===== config.mk =====
export PLATFORM = sky130hd
export DESIGN_NAME = omsp_atomicity_guard
export DESIGN_NICKNAME = d
export VERILOG_FILES = /design/src/rtl/omsp_atomicity_guard_pkg.sv /design/src/rtl/omsp_sat_counter.sv /design/src/rtl/omsp_atomicity_guard.sv
export SDC_FILE = /design/constraint.sdc
export NUM_CORES = 1
export LEC_CHECK = 0
export BUFFER_PORTS_ARGS = -buffer_cell sky130_fd_sc_hd__buf_4
export CAP_MARGIN = 20
export CELL_PAD_IN_SITES_DETAIL_PLACEMENT = 0
export CELL_PAD_IN_SITES_GLOBAL_PLACEMENT = 2
export CORE_AREA = 2 2 76 78
export CTS_CLUSTER_DIAMETER = 100
export CTS_CLUSTER_SIZE = 10
export DETAILED_ROUTE_END_ITERATION = 8
export DIE_AREA = 0 0 78 80
export GPL_TIMING_DRIVEN = 0
export PLACE_DENSITY = 0.85
export REMOVE_ABC_BUFFERS = 1
export SYNTH_ARGS = -nofsm -noshare
export SYNTH_HDL_FRONTEND = slang
export SYNTH_SLANG_ARGS = --single-unit

===== constraint.sdc =====
create_clock -name mclk -period 2.1 [get_ports mclk]
set_input_delay 0.105 -clock mclk [delete_from_list [all_inputs] [get_ports mclk]]
set_output_delay 0.105 -clock mclk [all_outputs]
set_load 0.01 [all_outputs]

===== src/rtl/omsp_atomicity_guard_pkg.sv =====
// Shared types for the openMSP430 atomicity guard: section states and the
// sticky violation cause codes reported to software.
package omsp_atomicity_guard_pkg;

    typedef enum logic [1:0] {
        ST_IDLE  = 2'b00,
        ST_CLIX  = 2'b01,
        ST_ENTRY = 2'b10
    } atom_state_e;

    typedef enum logic [1:0] {
        CAUSE_NONE       = 2'b00,
        CAUSE_NEST_CLIX  = 2'b01,
        CAUSE_BOUND      = 2'b10,
        CAUSE_NEST_ENTRY = 2'b11
    } viol_cause_e;

endpackage


===== src/rtl/omsp_sat_counter.sv =====
// Up-counter with synchronous clear that sticks at its all-ones value
// instead of wrapping.
module omsp_sat_counter #(
    parameter int W = 8
) (
    input  logic         clk,
    input  logic         rst,
    input  logic         clr,
    input  logic         inc,
    output logic [W-1:0] count
);

    logic [W-1:0] count_q;
    logic [W-1:0] count_d;

    always_comb begin
        count_d = count_q;
        if (clr) begin
            count_d = '0;
        end else if (inc && (count_q != '1)) begin
            count_d = count_q + W'(1);
        end
    end

    always_ff @(posedge clk) begin
        if (rst) begin
            count_q <= '0;
        end else begin
            count_q <= count_d;
        end
    end

    assign count = count_q;

endmodule


===== src/rtl/omsp_atomicity_guard.sv =====
// Keeps interrupts masked during clix sections and the post-entry window of a
// protected module, flags misuse, and records how long IRQs were held off.
module omsp_atomicity_guard
    import omsp_atomicity_guard_pkg::*;
#(
    parameter int ATOM_BOUND   = 10,
    parameter int ENTRY_PERIOD = 8,
    parameter bit RESTRICT_GIE = 1'b0,
    parameter int DEFER_W      = 8
) (
    input  logic               mclk,
    input  logic               puc_rst,
    input  logic               inst_clix,
    input  logic [15:0]        clix_len,
    input  logic               enter_sm,
    input  logic               sm_executing,
    input  logic               priv_mode,
    input  logic               r2_gie,
    input  logic               irq_detect,
    input  logic               stat_clr,
    output logic               gie,
    output logic               atom_violation,
    output logic [1:0]         viol_cause,
    output logic               irq_deferred,
    output logic [DEFER_W-1:0] max_defer
);

    localparam int CNT_MAX = (ATOM_BOUND > ENTRY_PERIOD) ? ATOM_BOUND : ENTRY_PERIOD;
    localparam int CNT_W   = $clog2(CNT_MAX) + 1;

    atom_state_e        state_q, state_d;
    logic [CNT_W-1:0]   cnt_q, cnt_d;
    viol_cause_e        viol_cause_q, viol_cause_d;
    viol_cause_e        viol_code;
    logic               irq_deferred_q, irq_deferred_d;
    logic [DEFER_W-1:0] max_defer_q, max_defer_d;
    logic [DEFER_W-1:0] defer_count;
    logic               clix_finished;
    logic               priv_entry;

    assign clix_finished = (cnt_q == '0) | r2_gie;
    assign priv_entry    = RESTRICT_GIE & priv_mode;

    always_comb begin
        state_d   = state_q;
        cnt_d     = cnt_q;
        viol_code = CAUSE_NONE;
        if (enter_sm) begin
            if (priv_entry) begin
                state_d = ST_IDLE;
                cnt_d   = '0;
            end else if (state_q == ST_ENTRY) begin
                viol_code = CAUSE_NEST_ENTRY;
                state_d   = ST_IDLE;
                cnt_d     = '0;
            end else begin
                state_d = ST_ENTRY;
                cnt_d   = CNT_W'(ENTRY_PERIOD);
            end
        end else if (inst_clix) begin
            // The bound test uses all 16 bits so a huge length cannot alias into range.
            if (clix_len > 16'(ATOM_BOUND)) begin
                viol_code = CAUSE_BOUND;
            end else if (state_q == ST_CLIX) begin
                viol_code = CAUSE_NEST_CLIX;
            end else begin
                state_d = ST_CLIX;
                cnt_d   = clix_len[CNT_W-1:0];
            end
        end else begin
            case (state_q)
                ST_CLIX: begin
                    if (clix_finished) begin
                        state_d = ST_IDLE;
                        cnt_d   = '0;
                    end else begin
                        cnt_d = cnt_q - CNT_W'(1);
                    end
                end
                ST_ENTRY: begin
                    if (cnt_q == '0) begin
                        state_d = ST_IDLE;
                    end else begin
                        cnt_d = cnt_q - CNT_W'(1);
                    end
                end
                default: ;
            endcase
        end
    end

    always_comb begin
        viol_cause_d = viol_cause_q;
        if (stat_clr) begin
            viol_cause_d = CAUSE_NONE;
        end else if ((viol_cause_q == CAUSE_NONE) && (viol_code != CAUSE_NONE)) begin
            viol_cause_d = viol_code;
        end

        irq_deferred_d = (state_d != ST_IDLE) &
                         (irq_deferred_q | (irq_detect & (state_q != ST_IDLE)));

        // The run length is folded into the maximum once the deferral has ended.
        max_defer_d = max_defer_q;
        if (stat_clr) begin
            max_defer_d = '0;
        end else if (!irq_deferred_q && (defer_count > max_defer_q)) begin
            max_defer_d = defer_count;
        end
    end

    always_ff @(posedge mclk) begin
        if (puc_rst) begin
            state_q        <= ST_IDLE;
            cnt_q          <= '0;
            viol_cause_q   <= CAUSE_NONE;
            irq_deferred_q <= 1'b0;
            max_defer_q    <= '0;
        end else begin
            state_q        <= state_d;
            cnt_q          <= cnt_d;
            viol_cause_q   <= viol_cause_d;
            irq_deferred_q <= irq_deferred_d;
            max_defer_q    <= max_defer_d;
        end
    end

    omsp_sat_counter #(
        .W (DEFER_W)
    ) u_defer_cnt (
        .clk   (mclk),
        .rst   (puc_rst),
        .clr   (stat_clr | ~irq_deferred_q),
        .inc   (irq_deferred_q),
        .count (defer_count)
    );

    assign gie = r2_gie & ~inst_clix & ~enter_sm &
                 ((state_q == ST_IDLE) | ((state_q == ST_CLIX) & clix_finished)) &
                 ~(priv_entry & sm_executing);

    assign atom_violation = (viol_code != CAUSE_NONE) & ~puc_rst;
    assign viol_cause     = viol_cause_q;
    assign irq_deferred   = irq_deferred_q;
    assign max_defer      = max_defer_q;

endmodule

After elaboration in Yosys (flattened, before gate mapping) --
Cells that the tools add are included.
Word-level totals: bits in registers 26, bits in latches 0, RAM bits 0, bits in read-only memories 0, input bits 25, output and inout bits 13, logic and storage cells 66, memories 0
Cells by class: add/subtract/negate cells 2, multiply operators 0, div/mod/pow operators 0, order comparisons 2, equality and inequality tests 6, shift-type cells 0, mux-type cells 21, bitwise gates (word level) 15, reductions and logical operators 14
Operators by type and width (number):
- $mux 5 | 6
- $mux 2 | 11
- $gt 16x4->1 const B | 1
- $pmux 5 s2 | 1
- $add 8x1->8 const B | 1
- $gt 8x8->1 | 1
- $ne 8x8->1 const B | 1
- $and 1x1->1 | 7
- $ne 3x3->1 const B | 2
- $reduce_bool 2->1 | 3
- $logic_not 5->1 | 1
- $sub 5x1->5 const B | 1
- $logic_not 2->1 | 2
- $mux 4 | 1
- $ne 4x4->1 const B | 1
- $not 1->1 | 4
- $or 1x1->1 | 4
- $pmux 2 s2 | 1
- $reduce_and 4->1 | 1
- $reduce_bool 4->1 | 1
- $reduce_or 2->1 | 2
- $logic_and 1x1->1 | 3
- $eq 2x1->1 const B | 1
- $eq 2x2->1 const B | 1
- 2 further kinds | 2

Logic depth before layout (Yosys ltp) --
Gate-level depths: netlist of run 1.
depth after elaboration 8, gate-level depth with buffers 8, mapped depth without buffers 7

By module --
From an unflattened synthesis of run 1, not the netlist that was laid out.
Second synthesis, totals: cells, all modules 201, area, all modules 1690.4 µm²
By module, submodules not included:
- omsp_atomicity_guard | times used 1, cells an instance 154, area an instance 1255.0 µm², sequential area each 360.3 µm²
- omsp_sat_counter | times used 1, cells an instance 47, area an instance 435.4 µm², sequential area each 160.2 µm²

Least setup slack after synthesis of run 1 --
OpenSTA, ideal clock, no wires.
path kind register to register, start reg max_defer_q[7] (netlist: max_defer[7]), end reg max_defer_q[0] (netlist: max_defer[0]), arrival time 1.742 ns, data required time 2.013 ns, setup slack 0.271 ns, stages on the path, launching flop included 9, buffers on the path 1, cells stage by stage dfxtp_1 inv_1 ha_1 a21oi_1 o21ai_0 o211ai_1 buf_2 nand3_1 o31ai_1
Between the ends: word-level cells in the longest chain between the ends 2
Ends and longest elaborated chain:
- start: declaration | RTL line omsp_atomicity_guard.sv:36 | logic [DEFER_W-1:0] max_defer_q, max_defer_d;
- start signal: assignment | RTL line omsp_atomicity_guard.sv:124 | max_defer_q <= max_defer_d;
- $gt 8x8->1 | RTL line omsp_atomicity_guard.sv:107 | end else if (!irq_deferred_q && (defer_count > max_defer_q)) begin
- $logic_and 1x1->1 | RTL line omsp_atomicity_guard.sv:107
Every way passes these cells. A chain may end at the register's enable or synchronous reset.

Final worst setup path of run 1 --
start reg cnt_q[0], end reg cnt_q[3]
Between the ends: word-level cells in the longest chain between the ends 6, elaborated cells on any way between the ends 10, classes of those cells 1 x add/sub; 1 x eq/ne; 5 x mux; 1 x bitwise; 2 x reduce/logical
Ends and longest elaborated chain:
- start: declaration | RTL line omsp_atomicity_guard.sv:32 | logic [CNT_W-1:0] cnt_q, cnt_d;
- start signal: assignment | RTL line omsp_atomicity_guard.sv:121 | cnt_q <= cnt_d;
- parallel branches: the longest is 6 deep, another holds $sub 5x1->5
Several ways; the timed one is not identified. The select of a mux whose other input is x is not followed.

==> results.rst, run 1 <==
.. list-table::
   :header-rows: 1

   * - Metric
     - Value
   * - Status
     - completed
   * - Kind of end point of the critical path
     - register
   * - DIE WIDTH
     - 78 microns
   * - Number of enable-type register cells in the synthesized netlist
     - 0
   * - Post-layout net count
     - 279
   * - Number of buffer cells added on primary ports
     - 35
   * - Clock tree buffer depth
     - 2
   * - CTS tree
     - built
   * - Setup TNS
     - 0 ns
   * - Minimum clock period after layout
     - 1.775 ns
   * - Max-capacitance violation count
     - 0
   * - Detailed-route wire length
     - 3473 microns
   * - DPL Wire Length
     - 2752 microns
   * - Synth area leader
     - sky130_fd_sc_hd__dfxtp_1
   * - Floorplan row count
     - 27
   * - # DRC
     - 0
   * - Kind of critical path
     - register to register
   * - I/O Pins
     - 38
   * - Routed length per placed instance
     - between 10 and 15 microns
   * - CTS clock-pin slew for the worst setup and hold paths
     - 0.09 ns
   * - Tcrit/Tclk final
     - between 80% and 90%
   * - Sum of internal, switching and leakage power
     - 1.108 mW
   * - Via count
     - 1437
   * - Fraction of synthesized cell area taken by the top area cell type
     - 31.80%
   * - Area delta synth->final
     - 25.84%
   * - Leading cell types by total area after synthesis
     - sky130_fd_sc_hd__dfxtp_1, sky130_fd_sc_hd__ha_1, sky130_fd_sc_hd__inv_1
   * - Final hold violations
     - 0
   * - P_leak
     - 0.8278 nW
   * - Average vias per placed instance
     - between 4 and 5
   * - Post-Syn Area
     - 1637 sq um
   * - Per-instance average area after synthesis
     - 8.102 sq um
   * - Crit path setup slack, layout
     - 0.3251 ns
   * - Overflow after GRT
     - 0
   * - Warnings from Yosys
     - 0
   * - Htree depth
     - 1
   * - Sequential fraction of the synthesis area
     - 31.80%
   * - Gp weighted congestion
     - 0.7448
   * - Number of antenna violations at the first check in global routing
     - 0
   * - Number of distinct library cells after synthesis
     - 43
   * - Vertical die dimension
     - 80 microns
   * - Worst min path class
     - input port to register
   * - Setup repair after global routing missed its margin
     - false
   * - Number of global-route vias before repair
     - 1391
   * - Post-route insts no fill
     - 311
   * - Worst clock skew
     - 0.005330 ns
   * - Global router's overall resource usage
     - between 10% and 20%
   * - Full die area
     - 6240 sq um
   * - Skew-Pair Late Insertion Delay
     - 0.28 ns
   * - Synth Register Bits
     - 26
   * - Iter 0 DRT Violations
     - 22
   * - Number of cells upsized or downsized after cts
     - 0
   * - Max Transition Viols Final
     - 0
   * - Maximum clock frequency
     - approximately 560 MHz
   * - Placed cell areas
     - a little under 2000 sq um
   * - Floorplan Core Area
     - 5405 sq um
   * - Startpoint types
     - register
   * - Hold slack final
     - 0.1102 ns
   * - Clock root cell
     - sky130_fd_sc_hd__clkbuf_8
   * - Length of the first detailed-routing pass in iterations
     - 4
   * - Fraction of registers with async set/reset
     - 0%
   * - Crit-path max FO
     - 5
   * - Most frequent cells after synthesis
     - sky130_fd_sc_hd__dfxtp_1, sky130_fd_sc_hd__inv_1, sky130_fd_sc_hd__nand2_1
   * - Gate Count Post-Synth
     - 202
   * - Max VDD drop
     - 0.2910 mV
   * - Post-route cell area
     - between 2000 and 2500 sq um
   * - Global-route wire length before repair
     - about 6100 microns
   * - Areal power density over the cells
     - roughly 540 nW/um^2
   * - Layout cell share with drive strength beyond 1
     - between 20 and 25%
   * - Number of clock buffers inserted by TritonCTS
     - 3
   * - Tightest Pin Transition
     - approximately 1 ns
   * - Crit path arrival time
     - 1.94 ns
   * - Post-Place Worst Slack
     - -0.1381 ns
   * - Post-detailed-route count of antenna-violating nets
     - 0
   * - Effective utilization at floorplan
     - 30.28%
   * - Max-Slew Margin vs Limit
     - 34.43%
   * - Final setup violation count
     - 0
   * - Most frequently used cell type in the post-synthesis netlist
     - sky130_fd_sc_hd__dfxtp_1
   * - Required time at the worst-slack endpoint
     - ~2.3 ns
   * - Number of diodes added for antenna fixing
     - 0
   * - Largest net degree at the start of global routing
     - 17
   * - Number of fillers in the final layout
     - 592
   * - Most frequently used flop master after synthesis
     - sky130_fd_sc_hd__dfxtp_1
   * - Utilization after layout
     - roughly two fifths
   * - Number of sinks on the clock net
     - 26
   * - Count of placed standard cells including taps
     - around 310
## registers in the layout, indices dropped and copies added, names as in the netlist
name               flops
cnt_q                  5
irq_deferred           1
max_defer              8
state_q                2
u_defer_cnt.count      8
viol_cause             2
## path summary, 6_finish.rpt
check	from	end	slack, ns	cells past startpoint
hold reg to reg	max_defer[7]	max_defer[7]	0.48	2
setup / recovery	cnt_q[0]	cnt_q[3]	0.33	7
setup reg to reg	cnt_q[0]	cnt_q[3]	0.33	7
hold / removal	irq_detect	irq_deferred	0.11	3
## timing repair
action / CTS / global route
hold buffers: 0 / 0
setup endpoints to repair: 8 / 0
setup buffers: 2 / 0
## metal layers
layer  routed length (microns)  global-route usage (%)  share of wire [%]
met5                         0                       0                  0
met4                        35                   3.158                1.0
met3                       179                   3.054                5.2
met2                      1597                   21.21                 46
met1                      1662                   14.67                 48
## logic make-up after synthesis
kind of cell             synth area share, %
adder cells (fa/ha/maj)                10.70
AO/OA/AOI/OAI                          17.66
XOR/XNOR                               4.817
buffers and inverters                  6.498
AND/OR/NAND/NOR                        24.85
multiplexers                           3.670
flip-flops                             31.80
## area by class of cell
class / instances / area, sq um / area share (%)
multi-input cells: 148 / 1010 / 49.03
clock inverters: 1 / 30.03 / 1.458
flip-flops and latches: 26 / 520.5 / 25.27
well taps: 72 / 90.09 / 4.374
inverters: 24 / 90.09 / 4.374
clock buffers: 3 / 41.29 / 2.005
repair buffers: 37 / 277.8 / 13.49
## layout by cell type (no fill, tap or decap), types with 2 or more instances in the layout
cell type,instances
sky130_fd_sc_hd__xor2_1,3
sky130_fd_sc_hd__mux2i_1,6
sky130_fd_sc_hd__nand4_1,4
sky130_fd_sc_hd__clkbuf_8,3
sky130_fd_sc_hd__buf_4,37
sky130_fd_sc_hd__ha_1,14
sky130_fd_sc_hd__or4_4,2
sky130_fd_sc_hd__o21ai_0,4
sky130_fd_sc_hd__nor2_1,16
sky130_fd_sc_hd__nor2b_1,2
sky130_fd_sc_hd__nand3_1,10
sky130_fd_sc_hd__dfxtp_1,26
sky130_fd_sc_hd__a31oi_1,2
sky130_fd_sc_hd__inv_1,24
sky130_fd_sc_hd__o21ai_1,10
sky130_fd_sc_hd__nand2_1,21
sky130_fd_sc_hd__a21oi_1,10
sky130_fd_sc_hd__xnor2_1,6
sky130_fd_sc_hd__o31ai_1,5
sky130_fd_sc_hd__nor3_1,2
sky130_fd_sc_hd__nand2b_1,6
sky130_fd_sc_hd__o211ai_1,3
sky130_fd_sc_hd__nand3b_1,2
## report_power, final
part / leakage, nW / switching [mW] / internal, mW
Sequential: 0.210 / 0.0111 / 0.503
Clock: 0.0357 / 0.170 / 0.255
Combinational: 0.582 / 0.0829 / 0.0850
## critical path: stages, from the launching register on
cell and delay, ns:
sky130_fd_sc_hd__dfxtp_1 0.35, sky130_fd_sc_hd__inv_1 0.08, sky130_fd_sc_hd__ha_1 0.13, sky130_fd_sc_hd__or4b_4 0.48, sky130_fd_sc_hd__a21oi_2 0.27, sky130_fd_sc_hd__o21ai_0 0.14, sky130_fd_sc_hd__o211ai_1 0.12, sky130_fd_sc_hd__mux2i_1 0.09
Power figures use the tool's default switching activity.
==> run 2: changes to the inputs <==
clock period = 1.8 ns   (was 2.1 ns; I/O delays follow)
==> run 2 against run 1 <==
Sequential share of layout area shrank 0.99 points. Via count grew 2.5%. Final cell count grew 1.3%. First-iteration DRC count shrank 4.5%. Sequential power grew 17%. Routed wire length grew 5.5%.
==> results.rst, run 2 (same netlist as run 1, synthesis figures left out) <==
.. list-table::
   :header-rows: 1

   * - Metric
     - Value
   * - Status
     - completed
   * - Layout cell share with drive strength beyond 1
     - 34.98% (+13 points)
   * - Switching part of the total power
     - 24.12% (+0.25 points)
   * - Required time at the worst-slack endpoint
     - 1.97 ns (-0.30 ns)
   * - Internal power contribution
     - 995.7 uW (+18%)
   * - Kind of end point of the critical path
     - register
   * - Worst min path class
     - input port to register
   * - RR Startpoint
     - cnt_q[0]
   * - Sum of internal, switching and leakage power
     - 1.312 mW (+18%)
   * - Floorplan row count
     - 27 (unchanged)
   * - Startpoint types
     - register
   * - Max-Slew Margin vs Limit
     - 27.55% (-6.9 points)
   * - Vertical die dimension
     - 80 microns (unchanged)
   * - Power share of the sequential group
     - 45.7% (-0.7 points)
   * - Maximum clock frequency
     - 592.9 MHz (+5.2%)
   * - Number of buffer cells added on primary ports
     - 35 (unchanged)
   * - DPL Wire Length
     - 2752 microns (unchanged)
   * - Crit path buf inv count
     - 2 (+1)
   * - Hold Path End
     - irq_deferred
   * - Number of sinks on the clock net
     - 26 (unchanged)
   * - Post-layout net count
     - 283 (+1.4%)
   * - Minimum clock period after layout
     - 1.687 ns (-0.08821 ns)
   * - Crit path arrival time
     - 1.85 ns (-0.09 ns)
   * - Full die area
     - 6240 sq um (unchanged)
   * - Largest net degree at the start of global routing
     - 17 (unchanged)
   * - Highest-delay cell along the critical path
     - sky130_fd_sc_hd__or4b_4
   * - Post-detailed-route count of antenna-violating nets
     - 0 (unchanged)
   * - Global-route wire length before repair
     - 6072 microns (unchanged)
   * - Number of diodes added for antenna fixing
     - 0 (unchanged)
   * - Biggest cell delay along the critical path
     - 0.50 ns (+0.02 ns)
   * - Cells on worst reg2reg path
     - 8 (+1)
   * - Clk network pwr share
     - 37.8% (-0.6 points)
   * - P_leak
     - 0.8740 nW (+5.6%)
   * - Logic gate share of total power
     - 16.5% (+1.4 points)
   * - Final hold violations
     - 0 (unchanged)
   * - Clock root cell
     - sky130_fd_sc_hd__clkbuf_8
   * - Worst Setup SP
     - cnt_q[0]
   * - Iter 0 DRT Violations
     - 21 (-4.5%)
   * - CTS clock-pin slew for the worst setup and hold paths
     - 0.09 ns (about the same)
   * - Count of placed standard cells including taps
     - 305 (unchanged)
   * - Post-route insts no fill
     - 315 (+1.3%)
   * - Setup repair after global routing missed its margin
     - true
   * - Average vias per placed instance
     - 4.676 (+1.2%)
   * - Detailed-route wire length
     - 3663 microns (+5.5%)
   * - Gp weighted congestion
     - 0.7448 (unchanged)
   * - HP Start
     - irq_detect
   * - Final setup violation count
     - 0 (unchanged)
   * - Effective utilization at floorplan
     - 30.28% (unchanged)
   * - Cells along the critical path
     - inv_1 -> ha_1 -> or4b_4 -> a21oi_4 -> buf_4 -> o31ai_1 -> nand2_1 -> mux2i_1
   * - Skew-Pair Late Insertion Delay
     - 0.28 ns (about the same)
   * - Htree depth
     - 1 (unchanged)
   * - Area delta synth->final
     - 35.09%
   * - Floorplan Core Area
     - 5405 sq um (unchanged)
   * - Length of the first detailed-routing pass in iterations
     - 4 (unchanged)
   * - Global router's overall resource usage
     - 12.08% (unchanged)
   * - Worst clock skew
     - 0.003260 ns (-0.002070 ns)
   * - I/O Pins
     - 38 (unchanged)
   * - DIE WIDTH
     - 78 microns (unchanged)
   * - Cell class contributing the biggest share of worst-path delay
     - simple AND/OR/NAND/NOR gates
   * - Number of antenna violations at the first check in global routing
     - 0 (unchanged)
   * - Tcrit/Tclk final
     - 93.70% (+9.2 points)
   * - Tightest Pin Transition
     - 1.083 ns (+0.1028 ns)
   * - Max Transition Viols Final
     - 0 (unchanged)
   * - Commonest cells after routing, fill and taps aside
     - sky130_fd_sc_hd__buf_4, sky130_fd_sc_hd__inv_1, sky130_fd_sc_hd__nand2_1
   * - Number of fillers in the final layout
     - 576 (-2.7%)
   * - Worst hold stages
     - 3 (unchanged)
   * - Clock tree buffer depth
     - 2 (unchanged)
   * - Register-to-register path setup slack
     - 0.11 ns (-0.21 ns)
   * - CTS tree
     - built
   * - Destination of the worst register-to-register timing path
     - cnt_q[1]
   * - Number of global-route vias before repair
     - 1391 (unchanged)
   * - Number of clock buffers inserted by TritonCTS
     - 3 (unchanged)
   * - Crit-path max FO
     - 4 (-1)
   * - Via count
     - 1473 (+2.5%)
   * - Max-capacitance violation count
     - 0 (unchanged)
   * - # DRC
     - 0 (unchanged)
   * - Areal power density over the cells
     - 593.5 nW/um^2 (+10%)
   * - Net Sw Power
     - 316.4 uW (+20%)
   * - Most common cell after layout, fill and taps aside
     - sky130_fd_sc_hd__buf_4
   * - Overflow after GRT
     - 0 (unchanged)
   * - Kind of critical path
     - register to register
   * - Routed length per placed instance
     - 11.63 microns (+4.1%)
   * - Max VDD drop
     - 0.3405 mV (+17%)
   * - Hold slack final
     - 0.09453 ns (-0.01571 ns)
[run 2: cell types whose count changed in the layout (fill, tap and decap cells not counted), sizes merged]
cell | before | now
buf | 37 | 41
[run 2: power by group through the flow]
stage	logic, mW	registers [mW]	clock network (mW)
after floorplan	0.121	0.611	0
after global placement	0.198	0.613	0
after detailed placement	0.198	0.613	0
after CTS	0.199	0.600	0.525
after global routing	0.241	0.602	0.542
final	0.216	0.600	0.496
[run 2: stage by stage]
| stage | worst slack [ns] | instance area [sq um] | util (%) | setup TNS, ns |
|---|---|---|---|---|
| final | 0.1133 | 2211 | 40.90 | 0 |
| after global routing | -0.03419 | 2211 | 40.90 | -0.08091 |
| after CTS | 0.009509 | 2059 | 38.10 | 0 |
| after detailed placement | -0.4381 | 1973 | 36.50 | -3.397 |
| after global placement | -0.4745 | 1973 | 36.50 | -3.722 |
| after floorplan | -0.1630 | 1620 | - | -1.182 |
[run 2: worst max-delay path by stage]
stage / end / slack (ns) / cells past startpoint
finish: cnt_q[1] / 0.11 / 8
global route: max_defer[2] / -0.03 / 8
CTS: cnt_q[3] / 0.01 / 7
detailed placement: max_defer[0] / -0.44 / 6
global placement: max_defer[0] / -0.47 / 6
floorplan: max_defer[0] / -0.16 / 7
[run 2: area by class of cell]
cell class / count / area (sq um) / share of cell area, %
multi-input combinational: 148 / 1117 / 50.54
sequential: 26 / 536.8 / 24.28
timing repair buffer: 41 / 305.3 / 13.81
inverter: 24 / 90.09 / 4.075
tap: 72 / 90.09 / 4.075
clock buffer: 3 / 41.29 / 1.868
clock inverter: 1 / 30.03 / 1.358
[run 2: worst register-to-register path, stage by stage (launching register included)]
cell	delay, ns
sky130_fd_sc_hd__dfxtp_1	0.35
sky130_fd_sc_hd__inv_1	0.09
sky130_fd_sc_hd__ha_1	0.13
sky130_fd_sc_hd__or4b_4	0.50
sky130_fd_sc_hd__a21oi_4	0.17
sky130_fd_sc_hd__buf_4	0.15
sky130_fd_sc_hd__o31ai_1	0.06
sky130_fd_sc_hd__nand2_1	0.07
sky130_fd_sc_hd__mux2i_1	0.06
[run 2: metal layers]
metal	track usage (%)	routed length [microns]
met4	3.158	37
met2	21.21	1730
met1	14.67	1709
met3	3.054	186
met5	0	0
[run 2: repair_timing]
action / 4_1_cts / 5_1_grt
resized for setup: 0 / 31
pin swaps: 1 / 7
setup buffers: 2 / 3
hold buffers: 0 / 0
setup endpoints to repair: 8 / 14
gates cloned: 0 / 1
==> run 3: changes to the inputs <==
ABC_AREA = 1   (was not set)
CORE_AREA = 2 2 81 83   (was 2 2 76 78)
DIE_AREA = 0 0 83 85   (was 0 0 78 80)
PLACE_DENSITY = 0.83   (was 0.85)
==> run 3 against run 2 <==
Total power rose by 130%. Sequential cell count did not move. Register-to-register slack improved by 0.06 ns. Area after synthesis rose by 5.4%. Worst setup slack improved by 0.065 ns. Clock skew rose by 0.0066 ns. Global-route usage rose by 0.29 points. Combinational power rose to 8.5 times the previous value. Worst hold slack got worse by 0.036 ns. Clock power barely moved.
==> results.rst, run 3 <==
.. list-table::
   :header-rows: 1

   * - Metric
     - Value
   * - Area delta synth->final
     - 27.70%
   * - Post-Syn Area
     - 1725 sq um (+5.4%)
   * - Crit path buf inv count
     - 2 (unchanged)
   * - P_leak
     - 0.9874 nW (+13%)
   * - Synth area leader
     - sky130_fd_sc_hd__dfxtp_1
   * - Routed length per placed instance
     - 10.66 microns (-8.3%)
   * - Crit path setup slack, layout
     - 0.1780 ns (+0.06469 ns)
   * - Worst min path class
     - input port to register
   * - Overflow after GRT
     - 0 (unchanged)
   * - Most frequently used cell type in the post-synthesis netlist
     - sky130_fd_sc_hd__nand2_1
   * - Number of distinct library cells after synthesis
     - 27 (-37%)
   * - Cells along the critical path
     - inv_1 -> ha_1 -> nand4_2 -> inv_2 -> a31oi_4 -> a21boi_4 -> nor2_1 -> nor2_1
   * - Floorplan row count
     - 29 (+7.4%)
   * - Startpoint types
     - register
   * - Crit path arrival time
     - 1.85 ns (about the same)
   * - Floorplan Core Area
     - 6205 sq um (+15%)
   * - Number of sinks on the clock net
     - 26 (unchanged)
   * - Detailed-route wire length
     - 3944 microns (+7.7%)
   * - DIE WIDTH
     - 83 microns (+6.4%)
   * - Cell occurring most often along the worst timing path
     - sky130_fd_sc_hd__nor2_1
   * - Via count
     - 1617 (+9.8%)
   * - Global router's overall resource usage
     - 12.37% (+0.29 points)
   * - Htree depth
     - 1 (unchanged)
   * - Areal power density over the cells
     - 1392 nW/um^2 (+130%)
   * - Tcrit/Tclk final
     - 90.11% (-3.6 points)
   * - Full die area
     - 7055 sq um (+13%)
   * - Crit-path max FO
     - 8 (+4)
   * - Number of clock buffers inserted by TritonCTS
     - 3 (unchanged)
   * - Busiest layer in global routing
     - met2
   * - Largest net degree at the start of global routing
     - 16 (-1)
   * - Leading cell types by total area after synthesis
     - sky130_fd_sc_hd__dfxtp_1, sky130_fd_sc_hd__nand2_1, sky130_fd_sc_hd__ha_1
   * - Tightest Pin Transition
     - 0.4735 ns (-0.6093 ns)
   * - Setup TNS
     - 0 ns (unchanged)
   * - Status
     - completed
   * - Layout cell share with drive strength beyond 1
     - 22.53% (-12 points)
   * - Warnings from Yosys
     - 0 (unchanged)
   * - Max-capacitance violation count
     - 0 (unchanged)
   * - Utilization after layout
     - 35.51% (-5.4 points)
   * - Number of global-route vias before repair
     - 1594 (+15%)
   * - Gate Count Post-Synth
     - 253 (+25%)
   * - DPL Wire Length
     - 3226 microns (+17%)
   * - Met1 capacity usage during global routing
     - 16.16% (+1.5 points)
   * - Skew-Pair Late Insertion Delay
     - 0.28 ns (about the same)
   * - Post-layout net count
     - 333 (+18%)
   * - Fraction of registers with async set/reset
     - 0% (unchanged)
   * - Iter 0 DRT Violations
     - 54 (+160%)
   * - Commonest cells after routing, fill and taps aside
     - sky130_fd_sc_hd__nand2_1, sky130_fd_sc_hd__inv_1, sky130_fd_sc_hd__nor2_1
   * - Final setup violation count
     - 0 (unchanged)
   * - Most frequent cells after synthesis
     - sky130_fd_sc_hd__nand2_1, sky130_fd_sc_hd__inv_1, sky130_fd_sc_hd__nor2_1
   * - Fraction of synthesized cell area taken by the top area cell type
     - 30.17% (-1.6 points)
   * - Highest-delay cell along the critical path
     - sky130_fd_sc_hd__dfxtp_1
   * - # DRC
     - 0 (unchanged)
   * - Length of the first detailed-routing pass in iterations
     - 4 (unchanged)
   * - Placed cell areas
     - 2068 sq um (+4.8%)
   * - Cell class contributing the biggest share of worst-path delay
     - compound AO/OA/AOI/OAI gates
   * - Clock tree buffer depth
     - 2 (unchanged)
   * - Vertical die dimension
     - 85 microns (+6.3%)
   * - Clock root cell
     - sky130_fd_sc_hd__clkbuf_8
   * - Most frequently used flop master after synthesis
     - sky130_fd_sc_hd__dfxtp_1
   * - Required time at the worst-slack endpoint
     - 2.02 ns (+0.05 ns)
   * - Max Transition Viols Final
     - 0 (unchanged)
   * - Minimum clock period after layout
     - 1.622 ns (-0.06469 ns)
   * - Most common cell after layout, fill and taps aside
     - sky130_fd_sc_hd__nand2_1
   * - Biggest cell delay along the critical path
     - 0.36 ns (-0.14 ns)
   * - Met2 demand-to-capacity share in global routing
     - 21.55% (+0.35 points)
   * - Post-route cell area
     - 2203 sq um (-0.34%)
   * - Effective utilization at floorplan
     - 27.81% (-2.5 points)
   * - Sum of internal, switching and leakage power
     - 3.068 mW (+130%)
   * - Post-Place Worst Slack
     - 0.02889 ns (+0.4670 ns)
   * - Routing usage on met3
     - 2.626% (-0.43 points)
   * - Number of diodes added for antenna fixing
     - 0 (unchanged)
   * - Average vias per placed instance
     - 4.370 (-6.5%)
   * - I/O Pins
     - 38 (unchanged)
   * - Number of hold-repair buffers added at the cts stage
     - 0 (unchanged)
   * - Kind of critical path
     - register to register
   * - Kind of end point of the critical path
     - register
   * - Setup repair after global routing missed its margin
     - false
   * - Global-route wire length before repair
     - 7265 microns (+20%)
   * - CTS tree
     - built
   * - CTS clock-pin slew for the worst setup and hold paths
     - 0.10 ns (about the same)
   * - Synth Register Bits
     - 26 (unchanged)
   * - Number of buffer cells added on primary ports
     - 35 (unchanged)
   * - Number of antenna violations at the first check in global routing
     - 0 (unchanged)
   * - Post-detailed-route count of antenna-violating nets
     - 0 (unchanged)
   * - Gp weighted congestion
     - 0.7497 (+0.66%)
   * - Max-Slew Margin vs Limit
     - 68.40% (+41 points)
   * - Number of enable-type register cells in the synthesized netlist
     - 0 (unchanged)
   * - Per-instance average area after synthesis
     - 6.820 sq um (-16%)
   * - Maximum clock frequency
     - 616.5 MHz (+4.0%)
   * - Max VDD drop
     - 1.126 mV (+230%)
   * - Worst clock skew
     - 0.009860 ns (+0.006600 ns)
   * - Final hold violations
     - 0 (unchanged)
   * - Sequential fraction of the synthesis area
     - 30.17% (-1.6 points)
run 3: cell types whose count changed after synthesis, sizes merged, moves of 6 or more:
| cell | change |
|---|---|
| nand2 | +40 |
| nor2 | +25 |
| inv | +18 |
| nand3 | +9 |
| a21oi | +8 |
| mux2i | -6 |
| nand2b | -6 |
run 3: logic make-up after synthesis:
| group | share of synthesized area, % |
|---|---|
| simple gates | 33.43 |
| flops | 30.17 |
| xor+xnor | 2.031 |
| fa+ha+maj | 10.15 |
| compound gates | 14.14 |
| buf+inv | 10.08 |
run 3: area by class of cell:
cell class / instances / area [sq um]
inverters: 42 / 157.7
clock buffers: 3 / 41.29
clock inverters: 1 / 30.03
well taps: 77 / 96.34
fillers: 695 / 4001
repair buffers: 38 / 285.3
flip-flops and latches: 26 / 526.8
multi-input cells: 183 / 1066
run 3: routing by layer:
layer / up-vias / routed length (microns)
li1: 883 / -
met1: 709 / 1984
met2: 23 / 1798
met3: 2 / 138
met4: 0 / 23
met5: - / 0
run 3: worst paths after layout:
kind         depth (start not counted)          start            end  slack, ns
min reg2reg                          2  viol_cause[1]  viol_cause[1]       0.48
min                                  2        puc_rst     state_q[1]       0.06
max reg2reg                          8   max_defer[6]   max_defer[6]       0.18
max                                  8   max_defer[6]   max_defer[6]       0.18
run 3: metrics by stage:
step / hold slack [ns] / instances
finish: 0.05867 / 370
global route: 0.06246 / 370
CTS: 0.04963 / 367
detailed placement: 0.3563 / 363
global placement: 0.3539 / 363
floorplan: 0.1591 / 251
run 3: what timing repair did:
action / in CTS / in global routing
endpoints found under the setup margin: 0 / 9
gates resized for setup: 0 / 13
buffers inserted: 0 / 3
run 3: power by group:
group | switching [mW] | leakage (nW) | total, mW | internal [mW]
sequential | 0.0671 | 0.214 | 0.741 | 0.674
combinational | 1.01 | 0.738 | 1.83 | 0.822
clock | 0.196 | 0.0357 | 0.493 | 0.298
